**src/rtl/sandbox_pkg.sv**
```systemverilog
// Shared opcodes, status bit positions and state encodings for the sandbox processor.
package sandbox_pkg;

  localparam int unsigned MAX_CH = 16;
  localparam int unsigned CNT_W  = 32;

  typedef enum logic [1:0] {
    OP_QUERY     = 2'b00,
    OP_START     = 2'b01,
    OP_CLEAR     = 2'b10,
    OP_QUERY_ALL = 2'b11
  } opcode_e;

  localparam int unsigned ST_OK      = 0;
  localparam int unsigned ST_SUCCESS = 1;
  localparam int unsigned ST_BUSY    = 2;
  localparam int unsigned ST_BAD_CH  = 3;

  typedef enum logic [2:0] {
    HS_IDLE    = 3'd0,
    HS_TX      = 3'd1,
    HS_HOLD    = 3'd2,
    HS_ACK     = 3'd3,
    HS_RELEASE = 3'd4
  } hs_state_e;

  typedef enum logic [2:0] {
    IND_WAIT  = 3'd0,
    IND_ARMED = 3'd1,
    IND_HI0   = 3'd2,
    IND_ON    = 3'd3,
    IND_HI1   = 3'd4
  } ind_state_e;

endpackage

```
**src/rtl/sandbox_indicator.sv**
```systemverilog
// Reception LED: armed by a command, lit on the next slowClock fall, cleared on the one after.
module sandbox_indicator
  import sandbox_pkg::*;
(
  input  logic masterClock,
  input  logic reset,
  input  logic slowClock,
  input  logic trigger,
  output logic rxIndicator
);

  ind_state_e state_q, state_d;
  logic       rx_q, rx_d;

  // Falls are found by walking through a "seen high" state before each low.
  always_comb begin
    state_d = state_q;
    case (state_q)
      IND_WAIT:  if (trigger)    state_d = IND_ARMED;
      IND_ARMED: if (slowClock)  state_d = IND_HI0;
      IND_HI0:   if (!slowClock) state_d = IND_ON;
      IND_ON:    if (slowClock)  state_d = IND_HI1;
      IND_HI1:   if (!slowClock) state_d = IND_WAIT;
      default:                   state_d = IND_WAIT;
    endcase
    rx_d = (state_d == IND_ON) || (state_d == IND_HI1);
  end

  // Indicator state and registered LED output.
  always_ff @(posedge masterClock) begin
    if (reset) begin
      state_q <= IND_WAIT;
      rx_q    <= 1'b0;
    end else begin
      state_q <= state_d;
      rx_q    <= rx_d;
    end
  end

  assign rxIndicator = rx_q;

endmodule

```
**src/rtl/sandbox_multi_process.sv**
```systemverilog
// Host-command processor dispatching START/QUERY/CLEAR/QUERY_ALL to NUM_CH trial engines.
module sandbox_multi_process
  import sandbox_pkg::*;
#(
  parameter int NUM_CH = 4,
  parameter int ADDR_W = 32
) (
  input  logic                     masterClock,
  input  logic                     reset,
  input  logic                     slowClock,
  input  logic                     dataReceived,
  input  logic [7:0]               control,
  input  logic [31:0]              inputData,
  output logic                     clearDR,
  output logic                     transmitData,
  output logic [7:0]               status,
  output logic [31:0]              outputData,
  output logic                     rxIndicator,
  output logic [NUM_CH-1:0]        chDoRun,
  output logic [NUM_CH-1:0]        chClear,
  input  logic [NUM_CH-1:0]        chIsRunning,
  input  logic [NUM_CH-1:0]        chDidRun,
  input  logic [NUM_CH-1:0]        chSuccess,
  input  logic [NUM_CH*ADDR_W-1:0] chAddress
);

  hs_state_e   state_q, state_d;
  logic [7:0]  status_q, status_d;
  logic [31:0] data_q, data_d;
  logic        tx_q, tx_d;
  logic        clr_dr_q, clr_dr_d;
  logic [NUM_CH-1:0] do_run_q, do_run_d;
  logic [NUM_CH-1:0] ch_clear_q, ch_clear_d;
  logic        accept;

  // Channel inputs padded to MAX_CH so a 4-bit index is always in range.
  logic [MAX_CH-1:0]       run_pad, did_pad, succ_pad;
  logic [MAX_CH*CNT_W-1:0] addr_pad, cyc_pad;

  opcode_e     op;
  logic [3:0]  ch;
  logic        ch_ok;
  logic        sel_run, sel_did, sel_succ;
  logic [31:0] sel_addr, sel_cyc;

  logic [7:0]        resp_status;
  logic [31:0]       resp_data;
  logic [MAX_CH-1:0] run_onehot, clr_onehot;

  logic unused_inputs;
  assign unused_inputs = ^{inputData, control[5:4]};

  assign run_pad  = MAX_CH'(chIsRunning);
  assign did_pad  = MAX_CH'(chDidRun);
  assign succ_pad = MAX_CH'(chSuccess & chDidRun);

  assign op       = opcode_e'(control[7:6]);
  assign ch       = control[3:0];
  assign ch_ok    = (32'(ch) < NUM_CH);
  assign sel_run  = run_pad[ch];
  assign sel_did  = did_pad[ch];
  assign sel_succ = succ_pad[ch];
  assign sel_addr = addr_pad[{ch, 5'd0} +: CNT_W];
  assign sel_cyc  = cyc_pad[{ch, 5'd0} +: CNT_W];

  // Per-channel run-time counters; padding slots read as zero.
  for (genvar c = 0; c < MAX_CH; c++) begin : g_ch
    if (c < NUM_CH) begin : g_live
      logic [CNT_W-1:0] cnt_q, cnt_d;

      // Clear wins over increment; increment saturates at all-ones.
      always_comb begin
        cnt_d = cnt_q;
        if (do_run_q[c] || ch_clear_q[c]) begin
          cnt_d = '0;
        end else if (chIsRunning[c] && (cnt_q != '1)) begin
          cnt_d = cnt_q + 1'b1;
        end
      end

      // Counter register.
      always_ff @(posedge masterClock) begin
        if (reset) begin
          cnt_q <= '0;
        end else begin
          cnt_q <= cnt_d;
        end
      end

      assign cyc_pad[c*CNT_W +: CNT_W]  = cnt_q;
      assign addr_pad[c*CNT_W +: CNT_W] = CNT_W'(chAddress[c*ADDR_W +: ADDR_W]);
    end else begin : g_pad
      assign cyc_pad[c*CNT_W +: CNT_W]  = '0;
      assign addr_pad[c*CNT_W +: CNT_W] = '0;
    end
  end

  // Response and pulse selection for the command currently on control.
  always_comb begin
    resp_status = {ch, 4'b0000};
    resp_data   = '0;
    run_onehot  = '0;
    clr_onehot  = '0;
    if (op == OP_QUERY_ALL) begin
      resp_status[ST_OK] = 1'b1;
      resp_data          = {succ_pad, did_pad};
    end else if (!ch_ok) begin
      resp_status[ST_BAD_CH] = 1'b1;
    end else begin
      case (op)
        OP_START: begin
          if (sel_run) begin
            resp_status[ST_BUSY] = 1'b1;
          end else if (sel_did) begin
            resp_status[ST_SUCCESS] = 1'b1;
          end else begin
            resp_status[ST_OK] = 1'b1;
            run_onehot[ch]     = 1'b1;
          end
        end
        OP_CLEAR: begin
          if (sel_run) begin
            resp_status[ST_BUSY] = 1'b1;
          end else begin
            resp_status[ST_OK] = 1'b1;
            clr_onehot[ch]     = 1'b1;
          end
        end
        OP_QUERY: begin
          resp_status[ST_OK]      = sel_did;
          resp_status[ST_SUCCESS] = sel_succ;
          resp_status[ST_BUSY]    = sel_run;
          if (sel_did) begin
            resp_data = sel_succ ? sel_cyc : sel_addr;
          end
        end
        default: ;
      endcase
    end
  end

  // Handshake sequencing: capture at IDLE exit, then TX/HOLD/ACK/RELEASE.
  always_comb begin
    state_d    = state_q;
    status_d   = status_q;
    data_d     = data_q;
    tx_d       = tx_q;
    clr_dr_d   = clr_dr_q;
    do_run_d   = '0;
    ch_clear_d = '0;
    accept     = 1'b0;
    case (state_q)
      HS_IDLE: begin
        if (dataReceived) begin
          accept     = 1'b1;
          state_d    = HS_TX;
          status_d   = resp_status;
          data_d     = resp_data;
          do_run_d   = run_onehot[NUM_CH-1:0];
          ch_clear_d = clr_onehot[NUM_CH-1:0];
        end
      end
      HS_TX: begin
        tx_d    = 1'b1;
        state_d = HS_HOLD;
      end
      HS_HOLD: state_d = HS_ACK;
      HS_ACK: begin
        clr_dr_d = 1'b1;
        state_d  = HS_RELEASE;
      end
      HS_RELEASE: begin
        if (!dataReceived) begin
          tx_d     = 1'b0;
          clr_dr_d = 1'b0;
          state_d  = HS_IDLE;
        end
      end
      default: begin
        tx_d     = 1'b0;
        clr_dr_d = 1'b0;
        state_d  = HS_IDLE;
      end
    endcase
  end

  // Handshake state and registered outputs.
  always_ff @(posedge masterClock) begin
    if (reset) begin
      state_q    <= HS_IDLE;
      status_q   <= '0;
      data_q     <= '0;
      tx_q       <= 1'b0;
      clr_dr_q   <= 1'b0;
      do_run_q   <= '0;
      ch_clear_q <= '0;
    end else begin
      state_q    <= state_d;
      status_q   <= status_d;
      data_q     <= data_d;
      tx_q       <= tx_d;
      clr_dr_q   <= clr_dr_d;
      do_run_q   <= do_run_d;
      ch_clear_q <= ch_clear_d;
    end
  end

  sandbox_indicator u_indicator (
    .masterClock (masterClock),
    .reset       (reset),
    .slowClock   (slowClock),
    .trigger     (accept),
    .rxIndicator (rxIndicator)
  );

  assign status       = status_q;
  assign outputData   = data_q;
  assign transmitData = tx_q;
  assign clearDR      = clr_dr_q;
  assign chDoRun      = do_run_q;
  assign chClear      = ch_clear_q;

endmodule

```
**config.mk**
```make
export PLATFORM = sky130hd
export DESIGN_NAME = sandbox_multi_process
export DESIGN_NICKNAME = d
export VERILOG_FILES = /design/src/rtl/sandbox_pkg.sv /design/src/rtl/sandbox_indicator.sv /design/src/rtl/sandbox_multi_process.sv
export SDC_FILE = /design/constraint.sdc
export NUM_CORES = 1
export LEC_CHECK = 0
export ABC_AREA = 1
export CORE_MARGIN = 3
export CORE_UTILIZATION = 35
export CTS_CLUSTER_SIZE = 24
export DETAILED_ROUTE_END_ITERATION = 10
export PLACE_DENSITY = 0.54
export SYNTH_ARGS = -nofsm -noshare
export SYNTH_HDL_FRONTEND = slang
export SYNTH_HIERARCHICAL = 1
export SYNTH_SLANG_ARGS = --single-unit
```
**constraint.sdc**
```tcl
create_clock -name masterClock -period 3.1 [get_ports masterClock]
set_input_delay 0.93 -clock masterClock [delete_from_list [all_inputs] [get_ports masterClock]]
set_output_delay 0.93 -clock masterClock [all_outputs]
set_load 0.01 [all_outputs]
```
==> metrics <==
status completed; 1st-pass router iterations 5; Final Power between 0.006 and 0.007 W; Core Region 35900 um2; startpoint types primary input; R2R cell count 11; Worst slew margin a little under two thirds; skew final about 0.01 ns; die width ~200 um; endpoints failing hold 0; CTS tree yes; CP required about 3.5 ns; total global routing overflow 0; setup TNS 0 ns; CTS resizes 0; Vias/cell approximately 5; gr usage total between 20% and 30%; # rows between 60 and 70; Unique masters post-synth 37; final setup fails 0; Initial Utilization 35.9%; final worst path period share 85.3%; Routed WL between 50000 and 60000 um; CTS clk-pin slew, worst paths roughly 0.070 ns; Ys Warns 6; Worst Hold Class register to register; post-route antenna net violation count 0; Final HPWL DP slightly above 40000 um; initial drt markers approximately 1100; # IOs approximately 240; VDD IR-drop max ~0.37 mV; vias in the first global route between 10000 and 15000; drt drc 0; Seq/Total Area, Yosys 28.7%; Seq cells post-synth 185; Hold Buf Count CTS 0; DR WL/cell 17.9 um; Pleak 6.25 nW; Port Buffer Count 200; post-route setup slack approximately 0.45 ns; clk_lat worst skew roughly 0.46 ns; power density cells between 300 and 400 nW/um2; Setup CP Type primary input to register; clk sink count 185; Num CTS Buffers 17; largest net degree at the start of global routing 67; H-tree depth 4; share of cells above drive strength 1 between 7 and 8%; worst slew pin tran about 0.54 ns; Post-Syn Instances approximately 2200; Crit Path Max Fanout 26; reg2reg setup slack 0.80 ns; Via Count 14700; max_cap viols 0; RSZ-0062 raised after global routing false; pre-CTS setup slack slightly above 0.09 ns; max-slew violations 0; Root Driver clkbuf_16; first-pass GRT wire length ~80000 um; Placer Congestion roughly 0.95; Worst Setup End Kind register; antenna violations before repair 0; Max Fclk approximately 0.38 GHz; Total Nets Final approximately 2700; CTS Buffer Depth 2; crit path time final 2.65 ns; die area approximately 39000 um2; # fillers just under 4000; Post CTS Setup Buffer Count 0; Ant. Diodes 0; synthesized cell area 12900 um2; Avg Inst Size Synth approximately 5.7 um2; Worst Path Arrival between 3 and 4 ns; Die Ht 198 um; Syn Nets roughly 2400; WHS Path Cells 2; Layout area overhead 27.0%
## metal layers
layer | wire, um | GRT usage, % | vias to the layer above
met1 | 23800 | 35.1 | 6736
met3 | 3270 | 4.17 | 51
li1 | - | - | 7456
met5 | 0 | 0 | -
met2 | 24400 | 44.7 | 450
met4 | 1130 | 6.82 | 0
## worst max-delay path, cell delays in order
cell and delay (ns):
clkdlybuf4s50_1 0.45, buf_4 0.19, inv_2 0.11, nand2_2 0.13, buf_12 0.18, o21ai_0 0.12
buf_4 0.16, o21ai_0 0.36, buf_4 0.18, nand3_1 0.07, a21oi_1 0.12
## logic make-up (layout without fill, tap and decap cells)
logic type / after synthesis / in the layout / share of synthesized area (%)
AND/OR/NAND/NOR: 1312 / 1312 / 41.6
AO/OA/AOI/OAI: 356 / 356 / 14.4
adder cells (fa/ha/maj): 4 / 4 / 0.388
buffers and inverters: 338 / 569 / 11.5
flip-flops: 185 / 185 / 28.7
XOR/XNOR: 50 / 50 / 3.40
## report_power, final
part	internal [W]	total, W	switching [W]	leakage [nW]
clock	0.00143	0.00247	0.00104	0.295
combinational	0.000490	0.00109	0.000598	4.46
sequential	0.00244	0.00249	0.0000511	1.50
## worst paths after layout
path	from	endpoint
max	control[0]	outputData[11]
min	clearDR	clearDR
min reg2reg	clearDR	clearDR
max reg2reg	g_ch[1].g_live.cnt_q[0]	g_ch[1].g_live.cnt_q[2]
## metrics by stage
step	instances	cell area (um2)	util (%)	hold slack (ns)
after floorplan	2245	12900	-	0.467
after global placement	2906	15700	43.8	0.442
after detailed placement	2906	15700	43.8	0.447
after CTS	2937	16400	45.6	0.458
after global routing	2937	16400	45.6	0.496
final	2937	16400	45.6	0.461
## layout by cell type, fill, tap and decap left out, types with 2 or more instances in the layout
cell and count:
a21oi_1 148, a21oi_2 10, a31oi_1 3, buf_12 14, buf_4 66, bufinv_16 5, clkbuf_1 2, clkbuf_16 17
clkdlybuf4s50_1 200, clkinv_1 4, clkinv_2 2, clkinvlp_4 4, dfxtp_1 185, ha_1 4, inv_1 243, inv_2 11
nand2_1 846, nand2_2 15, nand2_4 7, nand3_1 98, nand4_1 21, nor2_1 273, nor2_2 11, nor2_4 10
nor3_1 14, nor3_2 3, o21ai_0 163, o21ai_1 5, o22ai_1 25, or2_2 12, xnor2_1 11, xor2_1 39
## layout make-up
cell class              count  area [um2]  area share (%)
flip-flops and latches    185        3700            22.6
clock buffers              19         433            2.64
clock inverters            12         199            1.22
repair buffers            280        2780            17.0
well taps                 461         577            3.52
inverters                 258         968            5.92
multi-input cells        1722        7710            47.1
## synthesized netlist by cell type
library cell | instances | area (um2)
nand2_1 | 847 | 3180
nor2_1 | 274 | 1030
inv_1 | 244 | 916
dfxtp_1 | 185 | 3700
o21ai_0 | 163 | 816
a21oi_1 | 148 | 741
nand3_1 | 98 | 490
xor2_1 | 39 | 342
clkbuf_1 | 33 | 124
o22ai_1 | 25 | 156
nand4_1 | 21 | 131
buf_2 | 20 | 100
nand2_2 | 14 | 87.6
nor3_1 | 14 | 70.1
or2_2 | 12 | 75.1
xnor2_1 | 11 | 96.3
a21oi_2 | 10 | 87.6
inv_2 | 10 | 37.5
nor2_2 | 10 | 62.6
nor2_4 | 10 | 113
buf_6 | 9 | 101
buf_4 | 8 | 60.1
nand2_4 | 7 | 78.8
o21ai_1 | 5 | 25.0
clkinv_1 | 4 | 15.0
ha_1 | 4 | 50.1
a31oi_1 | 3 | 18.8
buf_12 | 3 | 60.1
buf_8 | 3 | 45.0
nor3_2 | 3 | 30.0
clkbuf_2 | 2 | 10.0
a21boi_0 | 1 | 7.51
buf_1 | 1 | 3.75
dlygate4sd1_1 | 1 | 8.76
nand3b_1 | 1 | 7.51
nor3b_1 | 1 | 7.51
o211ai_1 | 1 | 7.51
## flip-flops by register name (all words and copies together) (netlist names), 3 cells and up
register / flops
u_indicator/state_q: 3
g_ch.g_live.cnt_q: 128
outputData: 32
state_q: 3
chDoRun: 4
status: 8
chClear: 4
No activity file was read; power rests on OpenSTA's default activity.
